--- config.mk ---
export PLATFORM = sky130hd
export DESIGN_NAME = mux41_rr_arb
export DESIGN_NICKNAME = d
export VERILOG_FILES = /design/src/rtl/mux41_arb_pkg.sv /design/src/rtl/rr_pick.sv /design/src/rtl/mux41_rr_arb.sv
export SDC_FILE = /design/constraint.sdc
export NUM_CORES = 1
export LEC_CHECK = 0
export BUFFER_PORTS_ARGS = -buffer_cell sky130_fd_sc_hd__buf_4
export CORE_MARGIN = 2
export CORE_UTILIZATION = 62
export CTS_BUF_LIST = sky130_fd_sc_hd__clkbuf_8
export CTS_CLUSTER_DIAMETER = 120
export DETAILED_ROUTE_END_ITERATION = 8
export PLACE_DENSITY = 0.85
export SYNTH_ARGS = -nofsm -noshare
export SYNTH_HDL_FRONTEND = slang
export SYNTH_HIERARCHICAL = 1
export SYNTH_SLANG_ARGS = --single-unit
--- constraint.sdc ---
create_clock -name i_CLK -period 4.6 [get_ports i_CLK]
set_input_delay 0.23 -clock i_CLK [delete_from_list [all_inputs] [get_ports i_CLK]]
set_output_delay 0.23 -clock i_CLK [all_outputs]
set_load 0.02 [all_outputs]
--- src/rtl/mux41_arb_pkg.sv ---
// Shared types and constants for the four-way round-robin mux arbiter.
package mux41_arb_pkg;
  typedef enum logic {IDLE = 1'b0, GRANT = 1'b1} arb_state_e;
  localparam int N_REQ = 4;
  localparam int IDX_W = 2;
endpackage

--- src/rtl/rr_pick.sv ---
// Rotating priority encoder: first set candidate bit at or above ptr_i, wrapping modulo N_REQ.
module rr_pick
  import mux41_arb_pkg::*;
(
  input  logic [N_REQ-1:0] cand_i,
  input  logic [IDX_W-1:0] ptr_i,
  output logic [IDX_W-1:0] win_o,
  output logic             any_o
);

  // Scan from farthest to nearest so the closest set bit to the pointer wins.
  always_comb begin
    win_o = ptr_i;
    any_o = |cand_i;
    for (int i = N_REQ - 1; i >= 0; i--) begin
      if (cand_i[ptr_i + IDX_W'(i)]) begin
        win_o = ptr_i + IDX_W'(i);
      end
    end
  end

endmodule

--- src/rtl/mux41_rr_arb.sv ---
// Round-robin arbiter driving the mux41 select lines; grants are held until release or hold limit.
module mux41_rr_arb
  import mux41_arb_pkg::*;
#(
  parameter int MAX_HOLD = 8
) (
  input  logic             i_CLK,
  input  logic             i_RST_N,
  input  logic [N_REQ-1:0] i_REQ,
  output logic [N_REQ-1:0] o_GNT,
  output logic             o_SEL0,
  output logic             o_SEL1,
  output logic             o_BUSY
);

  localparam int CNT_W = $clog2(MAX_HOLD + 1);
  localparam logic [CNT_W-1:0] MAX_CNT = CNT_W'(MAX_HOLD);

  arb_state_e       state_q;
  logic [IDX_W-1:0] ptr_q;
  logic [IDX_W-1:0] sel_q;
  logic [CNT_W-1:0] cnt_q;
  logic [N_REQ-1:0] gnt_q;

  logic             owner_req;
  logic             timeout;
  logic [N_REQ-1:0] owner_oh;
  logic [N_REQ-1:0] cand;
  logic [IDX_W-1:0] win;
  logic             any;
  logic             new_grant;

  // sel_q doubles as the owner index; it only changes on a new grant.
  assign owner_oh  = N_REQ'(1) << sel_q;
  assign owner_req = |(i_REQ & owner_oh);
  assign timeout   = (state_q == GRANT) && owner_req && (cnt_q == MAX_CNT);
  assign cand      = timeout ? (i_REQ & ~owner_oh) : i_REQ;
  assign new_grant = any && ((state_q == IDLE) || !owner_req || timeout);

  rr_pick u_pick (
    .cand_i (cand),
    .ptr_i  (ptr_q),
    .win_o  (win),
    .any_o  (any)
  );

  always_ff @(posedge i_CLK or negedge i_RST_N) begin
    if (!i_RST_N) begin
      state_q <= IDLE;
      ptr_q   <= '0;
      sel_q   <= '0;
      cnt_q   <= '0;
      gnt_q   <= '0;
    end else if (new_grant) begin
      state_q <= GRANT;
      ptr_q   <= win + IDX_W'(1);
      sel_q   <= win;
      cnt_q   <= CNT_W'(1);
      gnt_q   <= N_REQ'(1) << win;
    end else if (state_q == GRANT) begin
      if (!owner_req) begin
        state_q <= IDLE;
        gnt_q   <= '0;
      end else if (timeout) begin
        cnt_q <= CNT_W'(1);
      end else begin
        cnt_q <= cnt_q + CNT_W'(1);
      end
    end
  end

  assign o_GNT  = gnt_q;
  assign o_SEL0 = sel_q[0];
  assign o_SEL1 = sel_q[1];
  assign o_BUSY = (state_q == GRANT);

endmodule

==> results of run 1 <==
[kinds of logic after synthesis]
family | Yosys count
flip-flops | 13
adder cells (fa/ha/maj) | 6
AND/OR/NAND/NOR | 35
multiplexers | 5
AO/OA/AOI/OAI | 25
buffers and inverters | 10
[state kept, by name, summed over array words and instances, names as in the netlist]
register,count
o_BUSY,1
cnt_q,4
ptr_q,2
o_GNT,4
sel_q,2
[worst paths after layout]
check | end | slack (ns) | cells after the start | start
max | ptr_q[1]$_DFFE_PN0P_ | 1.48 | 10 | sel_q[1]$_DFFE_PN0P_
max in group asynchronous | ptr_q[0]$_DFFE_PN0P_ | 4.06 | 2 | i_RST_N
min | cnt_q[1]$_DFFE_PN0P_ | 0.38 | 2 | i_RST_N
max reg2reg | ptr_q[1]$_DFFE_PN0P_ | 1.48 | 10 | sel_q[1]$_DFFE_PN0P_
min in group i_CLK | cnt_q[3]$_DFFE_PN0P_ | 0.55 | 1 | cnt_q[3]$_DFFE_PN0P_
min reg2reg | cnt_q[3]$_DFFE_PN0P_ | 0.55 | 1 | cnt_q[3]$_DFFE_PN0P_
[cell usage in the layout, fill, tap and decap left out, types with 2 or more instances in the layout]
| cell | netlist | routed |
|---|---|---|
| a21boi_1 | 2 | 2 |
| a21o_1 | 2 | 2 |
| a21oi_1 | 7 | 7 |
| and2b_2 | 2 | 2 |
| and3b_1 | 2 | 2 |
| buf_4 | 0 | 12 |
| clkbuf_8 | 0 | 3 |
| dfrtp_1 | 13 | 13 |
| ha_1 | 6 | 6 |
| inv_1 | 7 | 8 |
| mux2_4 | 3 | 3 |
| nand2_1 | 5 | 5 |
| nand3_1 | 3 | 3 |
| nand4b_1 | 4 | 4 |
| nor2_1 | 7 | 7 |
| nor3_1 | 2 | 2 |
| o211ai_2 | 4 | 4 |
| o21a_1 | 2 | 2 |
| o21ai_0 | 3 | 3 |
[cells in the mapped netlist, types with 2 or more instances]
library cell  number  area, sq um
a21boi_1           2         15.0
a21o_1             2         15.0
a21oi_1            7         35.0
and2b_2            2         17.5
and3b_1            2         17.5
dfrtp_1           13          325
ha_1               6         75.1
inv_1              7         26.3
mux2_4             3         45.0
nand2_1            5         18.8
nand3_1            3         15.0
nand4b_1           4         35.0
nor2_1             7         26.3
nor3_1             2         10.0
o211ai_2           4         50.1
o21a_1             2         15.0
o21ai_0            3         15.0
[cell type report]
cell class / count / area share, %
inverters: 8 / 2.78
repair buffers: 13 / 9.26
well taps: 15 / 1.74
clock inverters: 1 / 0.347
flip-flops and latches: 13 / 30.1
clock buffers: 3 / 3.82
multi-input cells: 71 / 52.0
[layer usage]
| layer | vias to the layer above | global-route usage, % |
|---|---|---|
| met5 | - | 0 |
| met4 | 0 | 8.75 |
| met3 | 2 | 5.60 |
| met2 | 12 | 39.1 |
| met1 | 354 | 26.2 |
| li1 | 367 | - |
[per-stage QoR]
stage	util (%)	cell area, sq um	hold slack, ns
2_1_floorplan	-	926	-0.0656
3_3_place_gp	76.0	1030	0.0818
3_5_place_dp	76.0	1030	0.0824
4_1_cts	80.1	1080	0.371
5_1_grt	80.1	1080	0.398
6_report	80.1	1080	0.376
[power breakdown]
group	total (mW)	internal (mW)	switching, mW	leakage [nW]
logic	0.372	0.180	0.192	0.360
registers	0.219	0.165	0.0539	0.154
clock network	0.101	0.0589	0.0421	0.0269
[repair_timing]
item                                   4_1_cts  5_1_grt
hold buffers                                 1        0
endpoints found under the hold margin       13        0
setup buffers                                0        0
==> summary.txt, run 1 <==
Final Hold Vio Count = 0
XOR/XNOR Fraction of Synth Area = 0%
nature of the critical path startpoint = register
Worst Skew = 0.00137 ns
Crit Path Max Fanout = 10
met3 wire length = 61 microns
Syn Nets = 106
Overflow after GRT = 0
Min-Delay Path Class = primary input to async pin
vias in the first global route = 723
Worst path slowest cell = mux4_2
Routed WL per cell = 14.8 microns
met2 wire len = 913 microns
first-pass GRT wire length = 3.14 mm
Multi-input gate area = 562 sq um
Setup-failing EPs final = 0
# rows = 13
Post-Synthesis Cells = 94
pin count of the biggest net entering global routing = 14
routed wire length = 1.83 mm
Layout Nets = 122
#FFs+latches synth = 13
unrepaired setup endpoints after global routing = false
non-filler cells, final = 124
Buf+Inv Stages, Crit Path = 1
Max Freq = 321 MHz
Synth Cell Area = 926 sq um
mux cell area share after synthesis = 8.38%
DPL Wire Length = 1.39 mm
initial antenna violation count = 0
post-route setup TNS = 0 ns
Top FF cell, synth = dfrtp_1
worst vdd ir = 0.336 mV
Num CTS Buffers = 3
Tcrit/Tclk final = 67.8%
Post-Synth Simple-Gate Area = 24.1%
Die Span Y = 42.6 microns
status = complete, no violations
Least-Margin Pin Slew = 0.473 ns
worst stage delay on the critical path = 0.64 ns
Tot GR Track Use = 22.6%
Max Root-Sink Buffers = 2
routability cong. = 0.868
clk sink count = 13
Post-synth EDFFs = 0
number of max-cap violations = 0
die area = 1820 sq um
Top-Level Pins = 13
largest delay contributor family on the critical path = simple AND/OR/NAND/NOR gates
Avg Cell Area, Syn = 9.85 sq um
port bufs = 12
Tmin final = 3.12 ns
Detail Route Antenna Nets = 0
crit-path cells = mux4_2, and2_1, nand3_1, o21a_1, and3b_1, or4_1, nand2_1, inv_1, ha_1, mux2_4
Antenna Cells = 0
Crit path required time = 4.73 ns
Compound-Gate Fraction of Synth Area = 20.1%
Synth warnings = 6
Distinct cells, synth = 37
post-route total power = 0.693 mW
H-Tree Depth = 1
number of gates resized after cts = 0
Clock transition at path regs = 0.06 ns
power per cell area = 641 nW/um^2
violation count after the first detailed-route iteration = 22
Starting Density = 68.6%
Async SR Flop Fraction = 100%
Top Layer Used = met4
Max Slew Vio Count = 0
final worst slack = 1.48 ns
largest family of logic cells by synthesized area = simple AND/OR/NAND/NOR gates
Worst EP arrival = 3.24 ns
CTS Root Cell = clkbuf_8
Worst-Skew Late Latency = 0.24 ns
Placement Setup Slack = 1.52 ns
CTS tree = done
Vias/cell = 5.93
DR vias = 735
met1 wire length = 838 microns
post-placement cell count = 119
Die Wd = 42.6 microns
crit end category = register
Worst slew margin = 68.4%
Fillers = 95
share of post-route cells with drive strength above 1 = 29.4%
drt pass-1 iters = 4
CP Class = register to register
leak pwr = 0.541 nW
Sequential Area = 325 sq um
drt drc = 0
area added between synthesis and finish = 16.8%
Adder-Cell Fraction of Synth Area = 8.11%
Core Footprint = 1350 sq um
sequential element share of the synthesized area = 35.1%
Power figures use the tool's default switching activity.
==> run 2: changes to the inputs <==
Settings changed: CORE_ASPECT_RATIO set to 1.2, CORE_UTILIZATION 62 to 58, PLACE_DENSITY 0.85 to 0.81.
Clock period 4.6 ns to 3.2 ns, I/O delays scaled along.
==> run 2 against run 1 <==
- register-to-register slack got worse by 1.3 ns
- combinational power increased by 49%
- setup slack got worse by 1.3 ns
- clock power increased by 46%
- clock skew decreased by 0.00056 ns
- critical path type unchanged
- critical endpoint unchanged
==> summary.txt, run 2 (same netlist as run 1, synthesis figures left out) <==
reg2reg path depth = 10 (unchanged)
worst reg2reg endpoint = ptr_q[1]$_DFFE_PN0P_
Antenna Cells = 0 (unchanged)
Worst slew margin = 68.5% (+0.12 points)
pin count of the biggest net entering global routing = 14 (unchanged)
P_sw = 0.425 mW (+48%)
status = complete, no violations
Vias/cell = 6.22 (+4.9%)
Setup-failing EPs final = 0 (unchanged)
leak pwr = 0.546 nW (+0.89%)
Top-Level Pins = 13 (unchanged)
Overflow after GRT = 0 (unchanged)
worst reg2reg setup slack = 0.17 ns (-1.31 ns)
nature of the critical path startpoint = register
Worst-Skew Late Latency = 0.24 ns (about the same)
worst vdd ir = 0.560 mV (+66%)
commonest cells after routing, fill and taps aside = dfrtp_1, buf_4, inv_1
Clock transition at path regs = 0.06 ns (about the same)
routed wire length = 2.02 mm (+10%)
Min-Delay Path Class = primary input to async pin
final design utilization = 74.5% (-5.5 points)
violation count after the first detailed-route iteration = 24 (+9.1%)
Crit Path Max Fanout = 6 (-4)
port bufs = 12 (unchanged)
Max Root-Sink Buffers = 2 (unchanged)
Max Freq = 331 MHz (+3.1%)
met1 wire length = 853 microns (+1.8%)
# rows = 15 (+2)
Die Wd = 40.5 microns (-5.1%)
Starting Density = 63.2% (-5.3 points)
Routed WL per cell = 15.9 microns (+7.6%)
Tcrit/Tclk final = 94.6% (+27 points)
Top Layer Used = met4
Crit path required time = 3.33 ns (-1.40 ns)
post-route total power = 1.02 mW (+47%)
Comb power frac = 54.4% (+0.6 points)
initial antenna violation count = 0 (unchanged)
Least-Margin Pin Slew = 0.471 ns (-0.00182 ns)
die area = 1930 sq um (+6.3%)
met2 wire len = 1.02 mm (+11%)
power per cell area = 931 nW/um^2 (+45%)
Final Hold Vio Count = 0 (unchanged)
share of post-route cells with drive strength above 1 = 30.0% (+0.64 points)
crit end category = register
number of gates resized after cts = 0 (unchanged)
H-Tree Depth = 1 (unchanged)
Worst Skew = 0.000815 ns (-0.000556 ns)
CP Class = register to register
Die Span Y = 47.8 microns (+12%)
Clock power frac = 14.5% (about the same)
Max Slew Vio Count = 0 (unchanged)
met3 wire length = 78 microns (+28%)
CTS Root Cell = clkbuf_8
number of max-cap violations = 0 (unchanged)
final worst slack = 0.174 ns (-1.31 ns)
drt pass-1 iters = 4 (unchanged)
Worst EP arrival = 3.16 ns (-0.08 ns)
first-pass GRT wire length = 3.26 mm (+4.0%)
Critical path origin = sel_q[1]$_DFFE_PN0P_
Core Footprint = 1460 sq um (+8.4%)
unrepaired setup endpoints after global routing = false
Num CTS Buffers = 3 (unchanged)
vias in the first global route = 740 (+2.4%)
drt drc = 0 (unchanged)
Worst Setup EP = ptr_q[1]$_DFFE_PN0P_
post-route setup TNS = 0 ns (unchanged)
Placement Setup Slack = 0.224 ns (-1.29 ns)
Seq pwr share = 31.1% (-0.6 points)
DR vias = 790 (+7.5%)
Layout Nets = 123 (+0.82%)
internal power = 0.590 mW (+46%)
Detail Route Antenna Nets = 0 (unchanged)
DP Area = 1040 sq um (+0.98%)
area added between synthesis and finish = 17.8%
worst reg2reg startpoint = sel_q[1]$_DFFE_PN0P_
Tmin final = 3.03 ns (-0.0935 ns)
DPL Wire Length = 1.49 mm (+7.9%)
clk sink count = 13 (unchanged)
switch share = 41.9% (+0.28 points)
Tot GR Track Use = 26.2% (+3.6 points)
Final Instance Area = 1090 sq um (+0.93%)
routability cong. = 0.837 (-3.5%)
CTS tree = done
[run 2: cell count changes in the layout (fill, tap and decap cells not counted)]
cell | before | now
buf_4 | 12 | 13
[run 2: critical path: stages (launching register included)]
cell and delay, ns:
dfrtp_1 0.43, mux4_2 0.57, and2_1 0.21, nand3_1 0.11
o21a_1 0.21, and3b_1 0.19, or4_1 0.45, nand2_1 0.11
inv_1 0.09, ha_1 0.28, mux2_4 0.27
[run 2: repair_timing]
action / 4_1_cts / 5_1_grt
setup buffers: 0 / 0
endpoints found under the hold margin: 13 / 0
hold buffers: 1 / 0
[run 2: metrics by stage]
stage / cells / hold slack (ns)
floorplan: 94 / -0.136
global placement: 122 / 0.0129
detailed placement: 122 / 0.0147
CTS: 127 / 0.300
global route: 127 / 0.330
finish: 127 / 0.296
[run 2: power by group through the flow]
stage	combinational, mW	clock, mW	sequential (mW)
after floorplan	0.353	0	0.346
final	0.553	0.147	0.316
after global placement	0.532	0	0.310
after detailed placement	0.548	0	0.315
after CTS	0.554	0.149	0.316
after global routing	0.609	0.157	0.329
[run 2: area by class of cell]
type	count	area, sq um
Inverter	8	30.0
Tap cell	17	21.3
Sequential cell	13	325
Clock buffer	3	41.3
Timing Repair Buffer	14	108
Fill cell	106	373
Multi-Input combinational cell	71	562
Clock inverter	1	3.75
[run 2: worst min-delay path by stage]
stage                                      end  slack [ns]  depth (start not counted)
final                     cnt_q[3]$_DFFE_PN0P_        0.30                          2
after global routing          o_BUSY$_DFF_PN0_        0.33                          2
after CTS                 cnt_q[3]$_DFFE_PN0P_        0.30                          2
after detailed placement  cnt_q[3]$_DFFE_PN0P_        0.01                          1
after global placement    cnt_q[3]$_DFFE_PN0P_        0.01                          1
after floorplan           cnt_q[0]$_DFFE_PN0P_       -0.14                          0
[run 2: routing by layer]
layer,vias up,global-route usage [%]
li1,368,-
met1,381,31.2
met2,32,43.2
met3,9,4.19
met4,0,16.0
met5,-,0
